==> src/rtl/obi_mem_arbiter.sv <==
// Two-master to one-slave OBI arbiter. Data master has priority, the instruction master has a starvation guard.
// Responses are routed back to their issuer through an in-order ID FIFO.
module obi_mem_arbiter #(
    parameter int unsigned OUTSTANDING  = 2,
    parameter int unsigned STARVE_LIMIT = 4
) (
    input  logic        clk_i,
    input  logic        rst_ni,
    input  logic        m0_req_i,
    output logic        m0_gnt_o,
    input  logic [31:0] m0_addr_i,
    input  logic        m0_we_i,
    input  logic [3:0]  m0_be_i,
    input  logic [31:0] m0_wdata_i,
    output logic        m0_rvalid_o,
    output logic [31:0] m0_rdata_o,
    input  logic        m1_req_i,
    output logic        m1_gnt_o,
    input  logic [31:0] m1_addr_i,
    input  logic        m1_we_i,
    input  logic [3:0]  m1_be_i,
    input  logic [31:0] m1_wdata_i,
    output logic        m1_rvalid_o,
    output logic [31:0] m1_rdata_o,
    output logic        s_req_o,
    input  logic        s_gnt_i,
    output logic [31:0] s_addr_o,
    output logic        s_we_o,
    output logic [3:0]  s_be_o,
    output logic [31:0] s_wdata_o,
    input  logic        s_rvalid_i,
    input  logic [31:0] s_rdata_i,
    output logic        err_o
);
    localparam int unsigned CW = $clog2(OUTSTANDING + 1);
    localparam int unsigned PW = (OUTSTANDING > 1) ? $clog2(OUTSTANDING) : 1;
    localparam int unsigned SW = $clog2(STARVE_LIMIT + 1);
    localparam logic [CW-1:0] DEPTH      = CW'(OUTSTANDING);
    localparam logic [PW-1:0] LAST_PTR   = PW'(OUTSTANDING - 1);
    localparam logic [SW-1:0] STARVE_MAX = SW'(STARVE_LIMIT);

    logic                   lock_valid_q, lock_valid_d;
    logic                   lock_id_q, lock_id_d;
    logic [CW-1:0]          count_q, count_d;
    logic [PW-1:0]          wr_ptr_q, wr_ptr_d;
    logic [PW-1:0]          rd_ptr_q, rd_ptr_d;
    logic [OUTSTANDING-1:0] id_q;
    logic [SW-1:0]          starve_q, starve_d;
    logic                   err_q, err_d;

    logic sel, sel_req, req_int, hs, pop, head_id;

    // sel: 0 selects the instruction master, 1 the data master
    always_comb begin
        sel     = 1'b0;
        sel_req = 1'b0;
        if (lock_valid_q) begin
            sel     = lock_id_q;
            sel_req = lock_id_q ? m1_req_i : m0_req_i;
        end else if (m0_req_i && (starve_q >= STARVE_MAX)) begin
            sel     = 1'b0;
            sel_req = 1'b1;
        end else if (m1_req_i) begin
            sel     = 1'b1;
            sel_req = 1'b1;
        end else if (m0_req_i) begin
            sel     = 1'b0;
            sel_req = 1'b1;
        end
    end

    // A full FIFO blocks new requests even if a response arrives this cycle
    assign req_int = rst_ni & sel_req & (count_q < DEPTH);
    assign hs      = req_int & s_gnt_i;
    assign pop     = s_rvalid_i & (count_q != '0);
    assign head_id = id_q[rd_ptr_q];

    always_comb begin
        lock_valid_d = req_int & ~s_gnt_i;
        lock_id_d    = (req_int & ~s_gnt_i) ? sel : lock_id_q;

        count_d = count_q;
        if (hs && !pop) begin
            count_d = count_q + 1'b1;
        end else if (!hs && pop) begin
            count_d = count_q - 1'b1;
        end

        wr_ptr_d = wr_ptr_q;
        if (hs) begin
            wr_ptr_d = (wr_ptr_q == LAST_PTR) ? '0 : wr_ptr_q + 1'b1;
        end
        rd_ptr_d = rd_ptr_q;
        if (pop) begin
            rd_ptr_d = (rd_ptr_q == LAST_PTR) ? '0 : rd_ptr_q + 1'b1;
        end

        starve_d = '0;
        if (m0_req_i && !(hs && !sel)) begin
            starve_d = (starve_q == STARVE_MAX) ? starve_q : starve_q + 1'b1;
        end

        err_d = err_q | (s_rvalid_i & (count_q == '0));
    end

    always_ff @(posedge clk_i or negedge rst_ni) begin
        if (!rst_ni) begin
            lock_valid_q <= 1'b0;
            lock_id_q    <= 1'b0;
            count_q      <= '0;
            wr_ptr_q     <= '0;
            rd_ptr_q     <= '0;
            starve_q     <= '0;
            err_q        <= 1'b0;
        end else begin
            lock_valid_q <= lock_valid_d;
            lock_id_q    <= lock_id_d;
            count_q      <= count_d;
            wr_ptr_q     <= wr_ptr_d;
            rd_ptr_q     <= rd_ptr_d;
            starve_q     <= starve_d;
            err_q        <= err_d;
        end
    end

    // ID storage carries no reset; only entries between the pointers are ever read
    always_ff @(posedge clk_i) begin
        if (hs) begin
            id_q[wr_ptr_q] <= sel;
        end
    end

    always_comb begin
        s_req_o     = req_int;
        s_addr_o    = '0;
        s_we_o      = 1'b0;
        s_be_o      = '0;
        s_wdata_o   = '0;
        if (req_int) begin
            s_addr_o  = sel ? m1_addr_i  : m0_addr_i;
            s_we_o    = sel ? m1_we_i    : m0_we_i;
            s_be_o    = sel ? m1_be_i    : m0_be_i;
            s_wdata_o = sel ? m1_wdata_i : m0_wdata_i;
        end
        m0_gnt_o    = hs & ~sel;
        m1_gnt_o    = hs & sel;
        m0_rvalid_o = pop & ~head_id;
        m1_rvalid_o = pop & head_id;
        m0_rdata_o  = rst_ni ? s_rdata_i : '0;
        m1_rdata_o  = rst_ni ? s_rdata_i : '0;
        err_o       = err_q;
    end

endmodule
==> config.mk <==
export PLATFORM = sky130hd
export DESIGN_NAME = obi_mem_arbiter
export DESIGN_NICKNAME = d
export VERILOG_FILES = /design/src/rtl/obi_mem_arbiter.sv
export SDC_FILE = /design/constraint.sdc
export NUM_CORES = 1
export LEC_CHECK = 0
export CAP_MARGIN = 20
export CORE_AREA = 3 3 121 123
export CTS_CLUSTER_SIZE = 16
export DETAILED_ROUTE_END_ITERATION = 8
export DIE_AREA = 0 0 124 126
export GPL_TIMING_DRIVEN = 1
export PLACE_DENSITY_LB_ADDON = 0.2
export SLEW_MARGIN = 40
export SYNTH_ARGS = -nofsm -noshare
export SYNTH_HDL_FRONTEND = slang
export SYNTH_SLANG_ARGS = --single-unit
==> constraint.sdc <==
create_clock -name clk_i -period 3.98 [get_ports clk_i]
set_clock_uncertainty 0.1 [all_clocks]
set_input_delay 0.796 -clock clk_i [delete_from_list [all_inputs] [get_ports clk_i]]
set_output_delay 0.796 -clock clk_i [all_outputs]
set_load 0.03 [all_outputs]
==> metrics.txt, run 1 <==
initial antenna violation count=0; startpoint types=input port; Final Setup Violations=0; XOR/XNOR share of the synthesized area=0.02620; via count=3258; simple-gate area share of the yosys netlist=0.4061; Final nets=804; PD cells=289.0 nW/um2; GP Congestion=0.8238; die footprint=15620 um2; Adder-Cell Fraction of Synth Area=0.01871; Net Count, Synth=531; largest net degree at the start of global routing=63; Final ANT Viol Nets=0; total track usage=0.1207; min-delay worst type=reg -> reg; Post-synth EDFFs=2; met3 Use GR=0.04176; Crit Path Class=in -> out; reg2reg setup slack=2070 ps; VDD IR max=131.1 uV; gr busiest metal=met2; pre-CTS WS=92.35 ps; Max Cap Viol=0; Slew Limit Headroom=0.6588; H-tree levels=1; Post-Synthesis Cells=352; hold_sp=err_o; CTS root buffer=clkbuf_16; worst hold endpoint=err_o; area growth from synthesis to layout=163.3%; fraction of layout instances using a drive strength above 1=0.04167; Non-Filler Instances=804; Async SR Flop Fraction=0.8333; worst-path cell chain=clkdlybuf4s50_1, nand2_1, a22oi_2, buf_12, nand2_1, a21oi_1, clkdlybuf4s50_1; GR met2 Demand/Resource=0.2444; clock buffer depth=2; Worst Tran Pin Value=506.5 ps; hold slack final=358.3 ps; WL per Instance=12.94 um; Max FO, Critical Path=62; die width=124 um; hold depth=1; first-pass GRT wire length=15.28 mm; vias in the first global route=3133; Distinct cells, synth=27; Port Buf Inserts=314; final setup TNS=0 ps; Avg Cell Area, Syn=5.698 um2; placed insts=800; final worst-path cycle share=0.9660; Syn. warnings=0; Synth Area in Compound Gates=0.2071; Core Area=13770 um2; CTS Buf Count=3; Crit. End Element=output pin; Slew Viols, Final=0; Worst-Skew Late Latency=240 ps; CP required=3080 ps; worst r2r src=lock_id_q; final WL=10.40 mm; Min Clock Period, post-route=3845 ps; FF+latch count, synth=12; met1 Use GR=0.1156; CP max stage delay=700 ps; cell row count=43; dpl hpwl=8.669 mm; Final WS setup=135.3 ps; highest clock rate=0.2601 GHz; DR iter-0 viols=69; outcome=complete, no violations; grt ovf=0; DRC viols=0; main combinational cell family by area after synthesis=simple AND/OR/NAND/NOR gates; Slowest cell on crit path=clkdlybuf4s50_1; share of the synthesized area in the top cell type=0.2658; critical path data arrival time=2950 ps; cells on worst reg2reg path=7; R2R Path End=count_q[1]; Die Ht=126 um; Post-Syn Area=2006 um2; Sink Count=12; Ports=315; initial core utilization=0.1456; P_leak=2.147 nW; vias per std cell=4.052; count leader, synth=nand2_1; Area contributors post-synth=nand2_1 (27%), a21oi_1 (17%), dfrtp_1 (12%), buf_4 (12%), and2_1 (10%); n_diodes=0; RSZ-0062 raised after global routing=false; clk slew on worst S/H paths=40 ps; multiplexer share of the synthesized area=0.01061; post-synth top area cell=nand2_1; post-synthesis sequential area ratio=0.1547; Fin. Hold Viols=0; CTS tree=yes; most frequent cells after synthesis=nand2_1 (142), a21oi_1 (70), and2_1 (33), buf_4 (32), clkbuf_1 (20); Pre-antenna DRT Iters=4; Main synth FF type=dfrtp_1
==> layout by cell type (no fill, tap or decap), types with 2 or more instances in the layout <==
cell type / instances
clkbuf_16: 3
dlymetal6s2s_1: 5
nand2_1: 142
dfrtp_1: 10
buf_4: 11
clkdlybuf4s50_1: 301
inv_1: 4
buf_12: 7
a21oi_1: 70
nor2_1: 10
nor2b_1: 3
xnor2_1: 4
edfxtp_1: 2
and2_1: 33
ha_1: 3
xor2_1: 2
==> state kept, by name, indices dropped and copies added, names as in the netlist <==
register	flops
count_q	2
id_q	2
lock_valid_q	1
starve_q	3
rd_ptr_q	1
wr_ptr_q	1
err_o	1
lock_id_q	1
==> worst max path at each step <==
| stage | endpoint | start | cells past startpoint | slack (ps) |
|---|---|---|---|---|
| 2_1_floorplan | s_wdata_o[10] | m1_req_i | 5 | 1050 |
| 3_3_place_gp | s_wdata_o[4] | m0_req_i | 7 | 140 |
| 3_5_place_dp | s_addr_o[22] | m0_req_i | 7 | 90 |
| 4_1_cts | s_wdata_o[4] | m0_req_i | 7 | 80 |
| 5_1_grt | s_wdata_o[4] | m0_req_i | 7 | 2 |
| 6_report | s_addr_o[21] | m0_req_i | 7 | 140 |
==> critical path: cells and delay by family <==
| kind | cells | cell delay, ps |
|---|---|---|
| AO/OA/AOI/OAI | 2 | 420 |
| buffers and inverters | 3 | 1510 |
| AND/OR/NAND/NOR | 2 | 170 |
==> where the power goes <==
part | leakage (nW) | internal, mW | total, mW | switching (mW)
Sequential | 0.139 | 0.162 | 0.199 | 0.0363
Combinational | 1.97 | 0.528 | 1.15 | 0.618
Clock | 0.0385 | 0.132 | 0.182 | 0.0495
==> per-layer routing <==
layer | up-vias | wire length (um) | part of all wire
met4 | 0 | 66 | 0.0063
li1 | 1639 | - | -
met5 | - | 0 | 0
met2 | 191 | 5558 | 0.53
met1 | 1424 | 3446 | 0.33
met3 | 4 | 1329 | 0.13
==> through the flow <==
step	total power, mW	util	cell area, um2
2_1_floorplan	0.8259	-	2006
3_3_place_gp	1.352	0.3768	5190
3_5_place_dp	1.363	0.3768	5190
4_1_cts	1.555	0.3825	5269
5_1_grt	1.627	0.3834	5281
6_report	1.526	0.3834	5281
==> cell families (layout without fill, tap and decap cells) <==
group,after synthesis,count (layout)
adders and majority gates,3,3
and+or+nand+nor,191,191
buffers and inverters,61,333
muxes,2,2
AOI/OAI and AO/OA,77,77
DFF,12,12
xor gates and xnor gates,6,6
==> what timing repair did <==
item,4_1_cts,5_1_grt
hold buffers,0,0
setup buffers,0,0
setup endpoints to repair,0,5
resized for setup,0,5
==> cell type report <==
cell class / instances / area [um2]
Multi-Input combinational cell: 279 / 1350
Tap cell: 180 / 225.2
Timing Repair Buffer: 324 / 3298
Clock inverter: 1 / 3.754
Fill cell: 1424 / 8492
Clock buffer: 3 / 75.07
Sequential cell: 12 / 310.3
Inverter: 5 / 18.77
Power figures use the tool's default switching activity.
==> run 2: changes to the inputs <==
CORE_AREA = 2 2 124 126   (was 3 3 121 123)
DIE_AREA = 0 0 126 128   (was 0 0 124 126)
==> run 2 against run 1 <==
Compared with the run above: sequential share of layout area up 0.18 points; critical path depth shrank 1; first-iteration DRC count rose by 48%; via count up 0.98%.
==> metrics.txt, run 2 (synthesis results as in run 1) <==
cells on worst reg2reg path=7 (unchanged); met1 Use GR=0.1170 (was 0.1156); CP max stage delay=520 ps (was 700 ps); gr busiest metal=met2 (unchanged); total track usage=0.1187 (was 0.1207); P_leak=2.181 nW (was 2.147 nW); Final Core Density=0.3445 (was 0.3834); first-pass GRT wire length=15.81 mm (was 15.28 mm); met3 Use GR=0.02588 (was 0.04176); Sink Count=12 (unchanged); dpl hpwl=8.736 mm (was 8.669 mm); Slowest cell on crit path=clkdlybuf4s50_1 (unchanged); startpoint types=input port (unchanged); DRC viols=0 (unchanged); CTS root buffer=clkbuf_16 (unchanged); Pre-antenna DRT Iters=4 (unchanged); outcome=complete, no violations (unchanged); Slew Viols, Final=0 (unchanged); Total Power=1.527 mW (was 1.526 mW); reg2reg setup slack=1930 ps (was 2070 ps); highest clock rate=0.2697 GHz (was 0.2601 GHz); CTS tree=yes (unchanged); R2R Path End=count_q[1] (unchanged); Min Clock Period, post-route=3708 ps (was 3845 ps); CP required=3080 ps (about the same); vias in the first global route=3234 (was 3133); critical path's top delay family=buffers and inverters (unchanged); final worst-path cycle share=0.9316 (was 0.9660); area growth from synthesis to layout=155.3% (was 163.3%); CTS Buf Count=3 (unchanged); GR met2 Demand/Resource=0.2489 (was 0.2444); RSZ-0062 raised after global routing=false (unchanged); critical path data arrival time=2810 ps (was 2950 ps); via count=3290 (was 3258); final setup TNS=0 ps (unchanged); Die Ht=128 um (was 126 um); GP Congestion=0.8005 (was 0.8238); Worst Tran Pin Value=604.8 ps (was 506.5 ps); cell row count=45 (was 43); DR iter-0 viols=102 (was 69); n_diodes=0 (unchanged); Critical Path Stages=6 (was 7); WL per Instance=12.90 um (was 12.94 um); initial core utilization=0.1349 (was 0.1456); Final Setup Violations=0 (unchanged); cts-stage hold buffer count=0 (unchanged); initial antenna violation count=0 (unchanged); Final nets=803 (was 804); Ports=315 (unchanged); placed insts=807 (was 800); die width=126 um (was 124 um); CTS-repair resized insts=0 (unchanged); most frequent cells in the layout=clkdlybuf4s50_1 (242), nand2_1 (142), buf_4 (74), a21oi_1 (70), and2_1 (33) (was clkdlybuf4s50_1 (301), nand2_1 (142), a21oi_1 (70), and2_1 (33), buf_4 (11)); Core Area=14860 um2 (was 13770 um2); grt ovf=0 (unchanged); commonest non-fill, non-tap cell in the layout=clkdlybuf4s50_1 (unchanged); Buffers & Inverters on Critical Path=3 (unchanged); clk slew on worst S/H paths=40 ps (about the same); Max FO, Critical Path=42 (was 62); top flop regs=starve_q (3), count_q (2), id_q (2) (unchanged); Port Buf Inserts=314 (unchanged); hold_sp=err_o (unchanged); worst hold endpoint=err_o (unchanged); worst-path cell chain=clkdlybuf4s50_1, a21boi_0, o211ai_4, buf_12, a21oi_1, buf_4 (was clkdlybuf4s50_1, nand2_1, a22oi_2, buf_12, nand2_1, a21oi_1, clkdlybuf4s50_1); Fin. Hold Viols=0 (unchanged); Slew Limit Headroom=0.5949 (was 0.6588); hold depth=1 (unchanged); min-delay worst type=reg -> reg (unchanged); Crit Path Class=in -> out (unchanged); die footprint=16130 um2 (was 15620 um2); Biggest register=starve_q (unchanged); clock buffer depth=2 (unchanged); Max Cap Viol=0 (unchanged); vias per std cell=4.057 (was 4.052); Crit. End Element=output pin (unchanged); worst r2r src=lock_valid_q (was lock_id_q); fraction of layout instances using a drive strength above 1=0.1445 (was 0.04167); H-tree levels=1 (unchanged); final WL=10.46 mm (was 10.40 mm); PD cells=298.1 nW/um2 (was 289.0 nW/um2); Post-CTS Setup Inserts=0 (unchanged); largest net degree at the start of global routing=61 (was 63); VDD IR max=151.8 uV (was 131.1 uV); Non-Filler Instances=811 (was 804); Worst-Skew Late Latency=240 ps (about the same); Final ANT Viol Nets=0 (unchanged); number of flip-flops in the largest register=3 (unchanged)
-- run 2: cell types whose count changed in the layout (fill, tap and decap cells not counted), sizes merged --
cell | previous run | this run
buf | 18 | 81
clkbuf | 3 | 4
clkdlybuf4s50 | 301 | 242
clkinv | 1 | 0
dlymetal6s2s | 5 | 0
-- run 2: area by class of cell --
| type | count | area (um2) |
|---|---|---|
| fillers | 1558 | 9743 |
| flip-flops and latches | 12 | 310.3 |
| repair buffers | 323 | 3118 |
| clock buffers | 4 | 88.84 |
| well taps | 188 | 235.2 |
| multi-input cells | 279 | 1350 |
| inverters | 5 | 18.77 |
-- run 2: routing by layer --
| layer | share of wire | wire (um) |
|---|---|---|
| met3 | 0.093 | 968 |
| met4 | 0.015 | 157 |
| met2 | 0.55 | 5772 |
| met5 | 0 | 0 |
| met1 | 0.34 | 3560 |
-- run 2: worst max path at each step --
stage / from / slack, ps / end
after detailed placement: m0_req_i / 270 / s_addr_o[20]
after global routing: m0_req_i / 160 / s_addr_o[20]
final: m0_req_i / 270 / s_addr_o[22]
after CTS: m0_req_i / 260 / s_addr_o[20]
after floorplan: m1_req_i / 1050 / s_wdata_o[10]
after global placement: m0_req_i / 390 / s_addr_o[20]
-- run 2: where the power goes --
part           switching [mW]  internal (mW)
registers              0.0355          0.162
clock network          0.0533          0.152
logic                   0.628          0.495
-- run 2: per-stage QoR --
step	setup slack, ps	hold WS (ps)	instance area (um2)
3_5_place_dp	274.8	349.8	5032
4_1_cts	260.7	359.6	5121
5_1_grt	164.2	377.8	5121
2_1_floorplan	1046	360.3	2006
3_3_place_gp	385.9	341.6	5032
6_report	272.2	351.8	5121
